--- src/rtl/piso_tx.sv ---
// Parallel-in/serial-out transmitter: accepts a WIDTH-bit word over valid/ready
// and shifts it out one bit per clock on sout/soutb, with gapless back-to-back words.
module piso_tx #(
    parameter int unsigned WIDTH     = 8,
    parameter bit          LSB_FIRST = 1'b1
) (
    input  logic             clk,
    input  logic             res,
    input  logic             load_valid,
    output logic             load_ready,
    input  logic [WIDTH-1:0] din,
    output logic             sout,
    output logic             soutb,
    output logic             frame,
    output logic             done
);

    localparam int unsigned CW = $clog2(WIDTH);

    typedef enum logic {
        S_IDLE,
        S_SHIFT
    } state_t;

    state_t           r_state;
    state_t           w_state_nxt;
    logic [CW-1:0]    r_cnt;
    logic [CW-1:0]    w_cnt_nxt;
    logic [WIDTH-1:0] r_shift;
    logic [WIDTH-1:0] w_shift_nxt;
    logic             r_sout;
    logic             w_sout_nxt;
    logic             r_soutb;
    logic             r_frame;
    logic             w_frame_nxt;
    logic             r_done;
    logic             w_done_nxt;
    logic             w_last;
    logic             w_accept;

    assign w_last     = (r_state == S_SHIFT) && (r_cnt == '0);
    assign load_ready = ~res & ((r_state == S_IDLE) | w_last);
    assign w_accept   = load_valid & load_ready;

    // r_shift holds the bits not yet presented, aligned so the next one sits at the output end
    always_comb begin
        w_state_nxt = r_state;
        w_cnt_nxt   = r_cnt;
        w_shift_nxt = r_shift;
        w_sout_nxt  = r_sout;
        w_frame_nxt = r_frame;
        w_done_nxt  = 1'b0;

        case (r_state)
            S_IDLE: begin
                w_sout_nxt  = 1'b0;
                w_frame_nxt = 1'b0;
            end
            S_SHIFT: begin
                if (r_cnt != '0) begin
                    w_cnt_nxt = r_cnt - CW'(1);
                    if (LSB_FIRST) begin
                        w_sout_nxt  = r_shift[0];
                        w_shift_nxt = r_shift >> 1;
                    end else begin
                        w_sout_nxt  = r_shift[WIDTH-1];
                        w_shift_nxt = r_shift << 1;
                    end
                end else begin
                    w_done_nxt  = 1'b1;
                    w_state_nxt = S_IDLE;
                    w_sout_nxt  = 1'b0;
                    w_frame_nxt = 1'b0;
                    w_shift_nxt = '0;
                end
            end
            default: begin
                w_state_nxt = S_IDLE;
            end
        endcase

        // An accept overrides the shift/idle path; done from a finishing word is kept
        if (w_accept) begin
            w_state_nxt = S_SHIFT;
            w_cnt_nxt   = CW'(WIDTH - 1);
            w_frame_nxt = 1'b1;
            if (LSB_FIRST) begin
                w_sout_nxt  = din[0];
                w_shift_nxt = din >> 1;
            end else begin
                w_sout_nxt  = din[WIDTH-1];
                w_shift_nxt = din << 1;
            end
        end
    end

    always_ff @(posedge clk) begin
        if (res) begin
            r_state <= S_IDLE;
            r_cnt   <= '0;
            r_shift <= '0;
            r_sout  <= 1'b0;
            r_soutb <= 1'b1;
            r_frame <= 1'b0;
            r_done  <= 1'b0;
        end else begin
            r_state <= w_state_nxt;
            r_cnt   <= w_cnt_nxt;
            r_shift <= w_shift_nxt;
            r_sout  <= w_sout_nxt;
            r_soutb <= ~w_sout_nxt;
            r_frame <= w_frame_nxt;
            r_done  <= w_done_nxt;
        end
    end

    assign sout  = r_sout;
    assign soutb = r_soutb;
    assign frame = r_frame;
    assign done  = r_done;

endmodule

--- config.mk ---
export PLATFORM = sky130hd
export DESIGN_NAME = piso_tx
export DESIGN_NICKNAME = d
export VERILOG_FILES = /design/src/rtl/piso_tx.sv
export SDC_FILE = /design/constraint.sdc
export NUM_CORES = 1
export LEC_CHECK = 0
export BUFFER_PORTS_ARGS = -buffer_cell sky130_fd_sc_hd__buf_2
export CAP_MARGIN = 20
export CELL_PAD_IN_SITES_DETAIL_PLACEMENT = 0
export CELL_PAD_IN_SITES_GLOBAL_PLACEMENT = 1
export CORE_MARGIN = 2
export CORE_UTILIZATION = 33
export DETAILED_ROUTE_END_ITERATION = 12
export HOLD_SLACK_MARGIN = 0.05
export PLACE_DENSITY_LB_ADDON = 0.1
export SLEW_MARGIN = 20
export SYNTH_ARGS = -nofsm -noshare
export SYNTH_HDL_FRONTEND = slang
export SYNTH_SLANG_ARGS = --single-unit
--- constraint.sdc ---
create_clock -name clk -period 1.7 [get_ports clk]
set_clock_uncertainty 0.2 [all_clocks]
set_input_delay 0.34 -clock clk [delete_from_list [all_inputs] [get_ports clk]]
set_output_delay 0.34 -clock clk [all_outputs]
set_load 0.005 [all_outputs]
==> results list, run 1 <==
* Status: finished, violations left
- The checks that failed: setup timing.
* Cts bufs inserted: 3
* Clock Latency Late Sink: 0.28 ns
* Worst Path Buf+Inv: 2
* Worst hold path class: primary input to register
- The initial utilization of the core area, before any placement, comes to 0.341.
- The tree is rooted in a sky130_fd_sc_hd__clkbuf_4.
- Post-route design area: 848 sq um
- For the pin with the worst max-slew slack, the measured transition is 0.323 ns.
* Total count of max-transition violations in the final report: 0
- After the flow finishes, the layout carries non-filler instances totaling 124.
- Hold Fails Final Rpt: 0
- Data arrives at the worst endpoint at 1.25 ns.
- CTS max path bufs: 2
* Final setup margin: -0.0898 ns
- For the worst setup path, the data required time is 1.16 ns.
- Post-route antenna net violation count: 0
- After synthesis the netlist holds a flip-flop and latch count of 15.
* Standard cell core area: 0.00190 sq mm
- Setup slack on the worst reg-to-reg path comes out at -0.02 ns.
- Static leakage: 0.353 nW
- Worst-case setup slack after placement: -0.0341 ns
- Across the run, the number of max-cap violations was 0.
- Max incr delay on CP: 0.34 ns
* Vias in the first global route: 577
- Along the worst path, the maximum fanout reaches 2.
- Setup repair after global routing could not meet its margin everywhere.
* Critical register-to-register path endpoint: soutb
* Count of yosys warnings during synthesis: 0
- For the finished layout, the period the worst path requires is 1.79 ns.
* Count of cell types in the netlist: 20
- Post-route clock period utilization: 1.05
- Kind of critical path: register to output pin
* Total nets after synthesis: 87
- Among the stages of the critical path, the cell type that occurs most often is sky130_fd_sc_hd__ha_4.
- Number of antenna violations at the first check in global routing: 0
* Setup tns final: -0.109 ns
- Number of DRC markers in iteration 0: 11
- In the final layout, the share of cells above drive strength 1 is 0.381.
- Tracing the worst setup path back leads to its startpoint at r_cnt[1].
- First-pass GRT wire length: 2.57 mm
- Gr ovfl total: 0
- The repair_antennas step left the layout with diodes totalling 0.
- After detailed routing, the number of vias per cell comes to 4.81.
- The worst setup path is launched from a register.
* Min-Delay Endpoint: sout
- Clock-pin slew on the worst setup and hold paths: 0.10 ns
* Number of rows created at floorplan: 16
- The worst hold path passes through 3 cells.
- In the routed design, unresolved DRC markers number 0.
* Number of failing setup endpoints in the final timing report: 3
- After technology mapping, the gate count stands at 74.
* Crit Reg-Reg Startpoint: r_cnt[1]
- Level count of the clock H-tree: 1
- Counting every sink on the clock net gives 15.
- Quantity of hold-fixing buffers added after cts: 0
- Depth of the most critical reg-to-reg path: 7
- Family of cells with the greatest summed delay on the critical path: flip-flops
- The routed design has 1.40 mm of wire.
- CTS tree: done
* Die Width: 48.3 um
- From bottom edge to top edge, the die measures 48.3 um.
- Relative max-transition margin: 0.784
- Hold wc startpoint: din[0]
* Overall die area: 0.00233 sq mm
- Nets@finish: 111
- Timing would allow up to 0.559 GHz.
- Mapped Avg Cell Area: 8.76 sq um
- In this run the cell area measured after placement is 778 sq um.
* Series of cell instances along the critical path: inv_2 -> ha_4 -> ha_4 -> nor2b_4 -> nor2_1 -> buf_2
- Count of vias placed by the detailed router: 597
- Sequential fraction of the synthesis area: 0.463
* Critical Path End Type: output pin
- Final hold analysis gives a worst-case slack of 0.124 ns.
- The first detailed-routing pass took 4 iterations.
- Gpl congestion: 0.720
- IR analysis of the VDD net gives a maximum drop of 355 uV.
- Among all stages on the critical path, the largest delay is contributed by sky130_fd_sc_hd__dfxtp_2.
- Power density cells: 904 mW/mm^2
- Total half-perimeter wirelength after legalization and detailed placement: 1.03 mm
* Mapped Area: 648 sq um
- Average wire per cell in the routed design: 11.3 um
* Synth-to-layout area growth: 30.9%
- For this run, the total global-route usage over all layers was measured as 0.141.
- Pin count of the biggest net entering global routing: 16
* Cells after DPL: 118
- The count of buffers added on input and output ports is 15.
- In this run the count of I/O pins placed on the die edge is 16.
[state kept, by name, summed over array words and instances, names as in the netlist]
name / count
r_cnt: 3
r_shift: 7
done: 1
sout: 1
soutb: 1
r_state: 1
frame: 1
[worst max path at each step]
stage                            end  slack, ns  cells past startpoint
after global routing      load_ready      -0.15                      6
after CTS                 load_ready      -0.11                      6
final                     load_ready      -0.09                      6
after floorplan           load_ready       0.02                      6
after detailed placement       soutb      -0.03                      6
after global placement         soutb      0.007                      6
[cell type report]
| cell class | count | area, sq um |
|---|---|---|
| well taps | 27 | 33.8 |
| flip-flops and latches | 15 | 303 |
| fillers | 215 | 1050 |
| clock inverters | 1 | 5.00 |
| clock buffers | 3 | 22.5 |
| multi-input cells | 49 | 323 |
| repair buffers | 24 | 143 |
| inverters | 5 | 18.8 |
[cells in the final DEF, fill, tap and decap left out]
cell | synthesis | final
sky130_fd_sc_hd__buf_2 | 1 | 15
sky130_fd_sc_hd__dfxtp_1 | 15 | 13
sky130_fd_sc_hd__nand2_1 | 10 | 10
sky130_fd_sc_hd__buf_4 | 1 | 9
sky130_fd_sc_hd__nand3_1 | 7 | 7
sky130_fd_sc_hd__a31oi_1 | 7 | 7
sky130_fd_sc_hd__o211ai_1 | 6 | 6
sky130_fd_sc_hd__nor2_1 | 3 | 3
sky130_fd_sc_hd__inv_1 | 5 | 3
sky130_fd_sc_hd__a21oi_1 | 3 | 3
sky130_fd_sc_hd__nor3_1 | 3 | 3
sky130_fd_sc_hd__a211oi_1 | 3 | 3
sky130_fd_sc_hd__clkbuf_4 | 0 | 3
sky130_fd_sc_hd__inv_2 | 0 | 2
sky130_fd_sc_hd__ha_4 | 0 | 2
sky130_fd_sc_hd__dfxtp_2 | 0 | 2
sky130_fd_sc_hd__nor2b_4 | 1 | 1
sky130_fd_sc_hd__nand2b_1 | 1 | 1
sky130_fd_sc_hd__mux2_2 | 1 | 1
sky130_fd_sc_hd__and3b_2 | 1 | 1
sky130_fd_sc_hd__or2_1 | 1 | 1
sky130_fd_sc_hd__clkinv_2 | 0 | 1
[power by group]
part / switching (W) / leakage [nW] / internal, W
Combinational: 0.0000802 / 0.210 / 0.0000854
Sequential: 0.0000148 / 0.124 / 0.000381
Clock: 0.000118 / 0.0177 / 0.0000872
[through the flow]
| step | util | total power [W] |
|---|---|---|
| 6_report | 0.446 | 0.000767 |
| 5_1_grt | 0.446 | 0.000823 |
| 4_1_cts | 0.446 | 0.000777 |
| 3_5_place_dp | 0.409 | 0.000544 |
| 3_3_place_gp | 0.409 | 0.000545 |
| 2_1_floorplan | - | 0.000491 |
[timing repair]
item,CTS,global route
resized for setup,8,0
pin swaps,3,3
setup endpoints to repair,4,12
setup buffers,2,0
[cells by family (layout without fill, tap and decap cells)]
group,after synthesis,in the layout,synth area share
buffers and inverters,10,33,0.0772
multiplexers,1,1,0.0174
AND/OR/NAND/NOR,27,27,0.208
AO/OA/AOI/OAI,19,19,0.195
adder cells (fa/ha/maj),2,2,0.0386
flip-flops,15,15,0.463
[synthesized netlist by cell type]
cell | n | area share
sky130_fd_sc_hd__buf_4 | 1 | 0.012
sky130_fd_sc_hd__buf_2 | 1 | 0.0077
sky130_fd_sc_hd__dfxtp_1 | 15 | 0.46
sky130_fd_sc_hd__a21oi_1 | 3 | 0.023
sky130_fd_sc_hd__inv_1 | 5 | 0.029
sky130_fd_sc_hd__and3b_2 | 1 | 0.015
sky130_fd_sc_hd__o211ai_1 | 6 | 0.069
sky130_fd_sc_hd__buf_6 | 1 | 0.017
sky130_fd_sc_hd__clkbuf_1 | 2 | 0.012
sky130_fd_sc_hd__ha_1 | 2 | 0.039
sky130_fd_sc_hd__a211oi_1 | 3 | 0.035
sky130_fd_sc_hd__nand2b_1 | 1 | 0.0097
sky130_fd_sc_hd__nor2b_4 | 1 | 0.021
sky130_fd_sc_hd__or2_1 | 1 | 0.0097
sky130_fd_sc_hd__mux2_2 | 1 | 0.017
sky130_fd_sc_hd__a31oi_1 | 7 | 0.068
sky130_fd_sc_hd__nand2_1 | 10 | 0.058
sky130_fd_sc_hd__nor2_1 | 3 | 0.017
sky130_fd_sc_hd__nor3_1 | 3 | 0.023
sky130_fd_sc_hd__nand3_1 | 7 | 0.054
[layer usage]
layer / vias to the layer above / GRT usage / part of all wire
met3: 2 / 0.0370 / 0.042
met5: - / 0 / 0
met1: 273 / 0.187 / 0.53
li1: 309 / - / -
met2: 13 / 0.218 / 0.42
met4: 0 / 0.0571 / 0.0050
[worst register-to-register path: stages, from the launching register on]
cell and delay [ns]:
sky130_fd_sc_hd__dfxtp_2 0.34, sky130_fd_sc_hd__inv_2 0.04, sky130_fd_sc_hd__ha_4 0.15, sky130_fd_sc_hd__ha_4 0.16
sky130_fd_sc_hd__buf_4 0.13, sky130_fd_sc_hd__nand2b_1 0.27, sky130_fd_sc_hd__a31oi_1 0.26, sky130_fd_sc_hd__or2_1 0.12
Power figures use the tool's default switching activity.
==> run 2: changes to the inputs <==
==> constraint.sdc (replaced) <==
create_clock -name clk -period 1.7 [get_ports clk]
set_clock_uncertainty 0.2 [all_clocks]
set_input_delay 0.17 -clock clk [delete_from_list [all_inputs] [get_ports clk]]
set_output_delay 0.17 -clock clk [all_outputs]
set_load 0.005 [all_outputs]
==> results list, run 2 (synthesis gave the netlist of run 1 again) <==
* Worst-Margin Slew: 0.367 ns
- Gpl congestion: 0.689
- The final number of max-transition violations was 0.
* Average wire per cell in the routed design: 11.5 um
- Before antenna repair, the detailed router went through 4 iterations.
- Final setup margin: 0.0444 ns
- Setup repair after global routing could not meet its margin everywhere.
* Number of clock sinks: 15
- The critical path is of the register to output pin type.
- The detail route stage leaves a number of antenna-violating nets equal to 0.
- For this design the static power due to leakage is 0.386 nW.
- In this run, CTS created clock tree buffers numbering 3.
* Count of vias placed by the detailed router: 619
- CTS built an H-tree with a depth of 1.
- At the end of the flow, the number of nets in the layout was 119.
* Vias in the first global route: 570
* Count of max-cap constraint violations: 0
* Flip-flop count of the largest register, all copies and words added: 7
- Clock-pin slew was measured on the worst setup and hold paths at 0.10 ns.
- Gr ovfl total: 0
- r_shift holds more flip-flops than any other register.
- Counting tap cells, the placed design contains a total of 117 instances.
- The number of antenna violations at the first check in global routing came to 0.
- Pin count of the biggest net entering global routing: 23
* Crit path arrival time: 1.29 ns
* Largest regs: r_shift: 7 flops, r_cnt: 3 flops
- Per-cell via count in the routed design: 4.69
* Layout cells sized above 1: 0.343
- Power spread over the standard cell area amounts to 841 mW/mm^2.
- The top cell types in the final layout, fill and taps aside, are sky130_fd_sc_hd__buf_2 (15), sky130_fd_sc_hd__dfxtp_1 (13), sky130_fd_sc_hd__nand2_1 (10), sky130_fd_sc_hd__dlygate4sd3_1 (9).
- 16 I/O pins were placed.
- Across every metal layer, demand over resource in global routing totals 0.146.
- Synth-to-layout area growth: 44.2%
- The first global-routing pass estimated 2.59 mm of wire.
- The die is 48.3 um wide.
- OpenSTA, run right after detailed placement, puts the worst setup slack at 0.0722 ns.
* Die Height: 48.3 um
* Biggest fanout along the worst timing path: 3
- In this run the clock root is driven by a sky130_fd_sc_hd__clkbuf_4.
* Residual DRC count: 0
* Number of rows created at floorplan: 16
- Depth of the most critical reg-to-reg path: 8
* VDD IR max: 349 uV
- Post-route clock period utilization: 0.974
* CTS tree: done
- Clock Latency Late Sink: 0.28 ns
- Final period demand of the worst path: 1.66 ns
* Number of DRC markers in iteration 0: 9
- The worst setup path is launched from a register.
- The final count of hold timing violations is 0.
* CTS max path bufs: 2
- Area of all sequential standard cells: 303 sq um
- Overall die area: 0.00233 sq mm
* Standard cell core area: 0.00190 sq mm
- For the final routed database, the setup TNS stands at 0 ns.
- The initial utilization of the core area, before any placement, comes to 0.341.
* Total half-perimeter wirelength after legalization and detailed placement: 968 um
- Register-to-register setup slack: 0.09 ns
* Status: finished, final reports clean
- The count of cells in the finished layout, fillers not included, comes to 132.
- Relative max-transition margin: 0.755
- Ant. Diodes: 0
- Number of filler cells placed in the layout: 184
- The library cell used most frequently in the layout, excluding fill and tap cells, is sky130_fd_sc_hd__buf_2.
- Total power of the final layout: 0.000786 W
- Maximum achievable frequency: 0.604 GHz
- Multi-input gate area: 323 sq um
- Critical Path End Type: output pin
- The routed design has 1.52 mm of wire.
- The worst hold path belongs to the class primary input to register.
* Number of failing setup endpoints in the final timing report: 0
- Counting instances, the worst hold path has a depth of 2.
* Input/output buffers: 15
* Data required time of the worst path: 1.33 ns
[run 2: report_power, final]
| part | internal (W) | leakage (nW) | switching, W |
|---|---|---|---|
| sequential | 0.000381 | 0.124 | 0.0000153 |
| combinational | 0.000101 | 0.244 | 0.0000838 |
| clock | 0.0000872 | 0.0177 | 0.000118 |
[run 2: final timing paths]
path	from	to
worst max-delay path	r_cnt[1]	load_ready
worst max register to register	r_cnt[1]	r_shift[5]
worst min register to register	frame	frame
worst min-delay path	res	sout
[run 2: worst max-delay path, stage by stage, from the launching register on]
cell,delay (ns)
sky130_fd_sc_hd__dfxtp_2,0.34
sky130_fd_sc_hd__inv_2,0.05
sky130_fd_sc_hd__ha_4,0.15
sky130_fd_sc_hd__ha_4,0.16
sky130_fd_sc_hd__nor2b_4,0.13
sky130_fd_sc_hd__nor2_1,0.04
sky130_fd_sc_hd__buf_2,0.13
[run 2: cell type report]
class / instances / share of cell area
timing repair buffer: 32 / 0.245
inverter: 5 / 0.0201
sequential: 15 / 0.324
multi-input combinational: 49 / 0.345
clock buffer: 3 / 0.0241
clock inverter: 1 / 0.00535
tap: 27 / 0.0361
[run 2: per-stage QoR]
step / instance area [sq um] / hold WS (ns) / utilization
global placement: 783 / 0.241 / 0.412
finish: 935 / 0.0677 / 0.491
CTS: 951 / 0.0619 / 0.500
detailed placement: 783 / 0.248 / 0.412
global route: 935 / 0.0730 / 0.491
floorplan: 648 / 0.130 / -
[run 2: repair_timing]
action                     4_1_cts  5_1_grt
setup buffers                    3        0
hold endpoints to repair         8        0
setup endpoints to repair        1        7
gates resized for setup          8        1
hold buffers                     9        0
pin swaps                        2        1
[run 2: per-layer routing]
layer / global-route usage / vias to the layer above / routed length [um]
li1: - / 325 / -
met1: 0.183 / 281 / 713
met2: 0.227 / 11 / 731
met3: 0.0370 / 2 / 56
met4: 0.0857 / 0 / 12
met5: 0 / - / 0
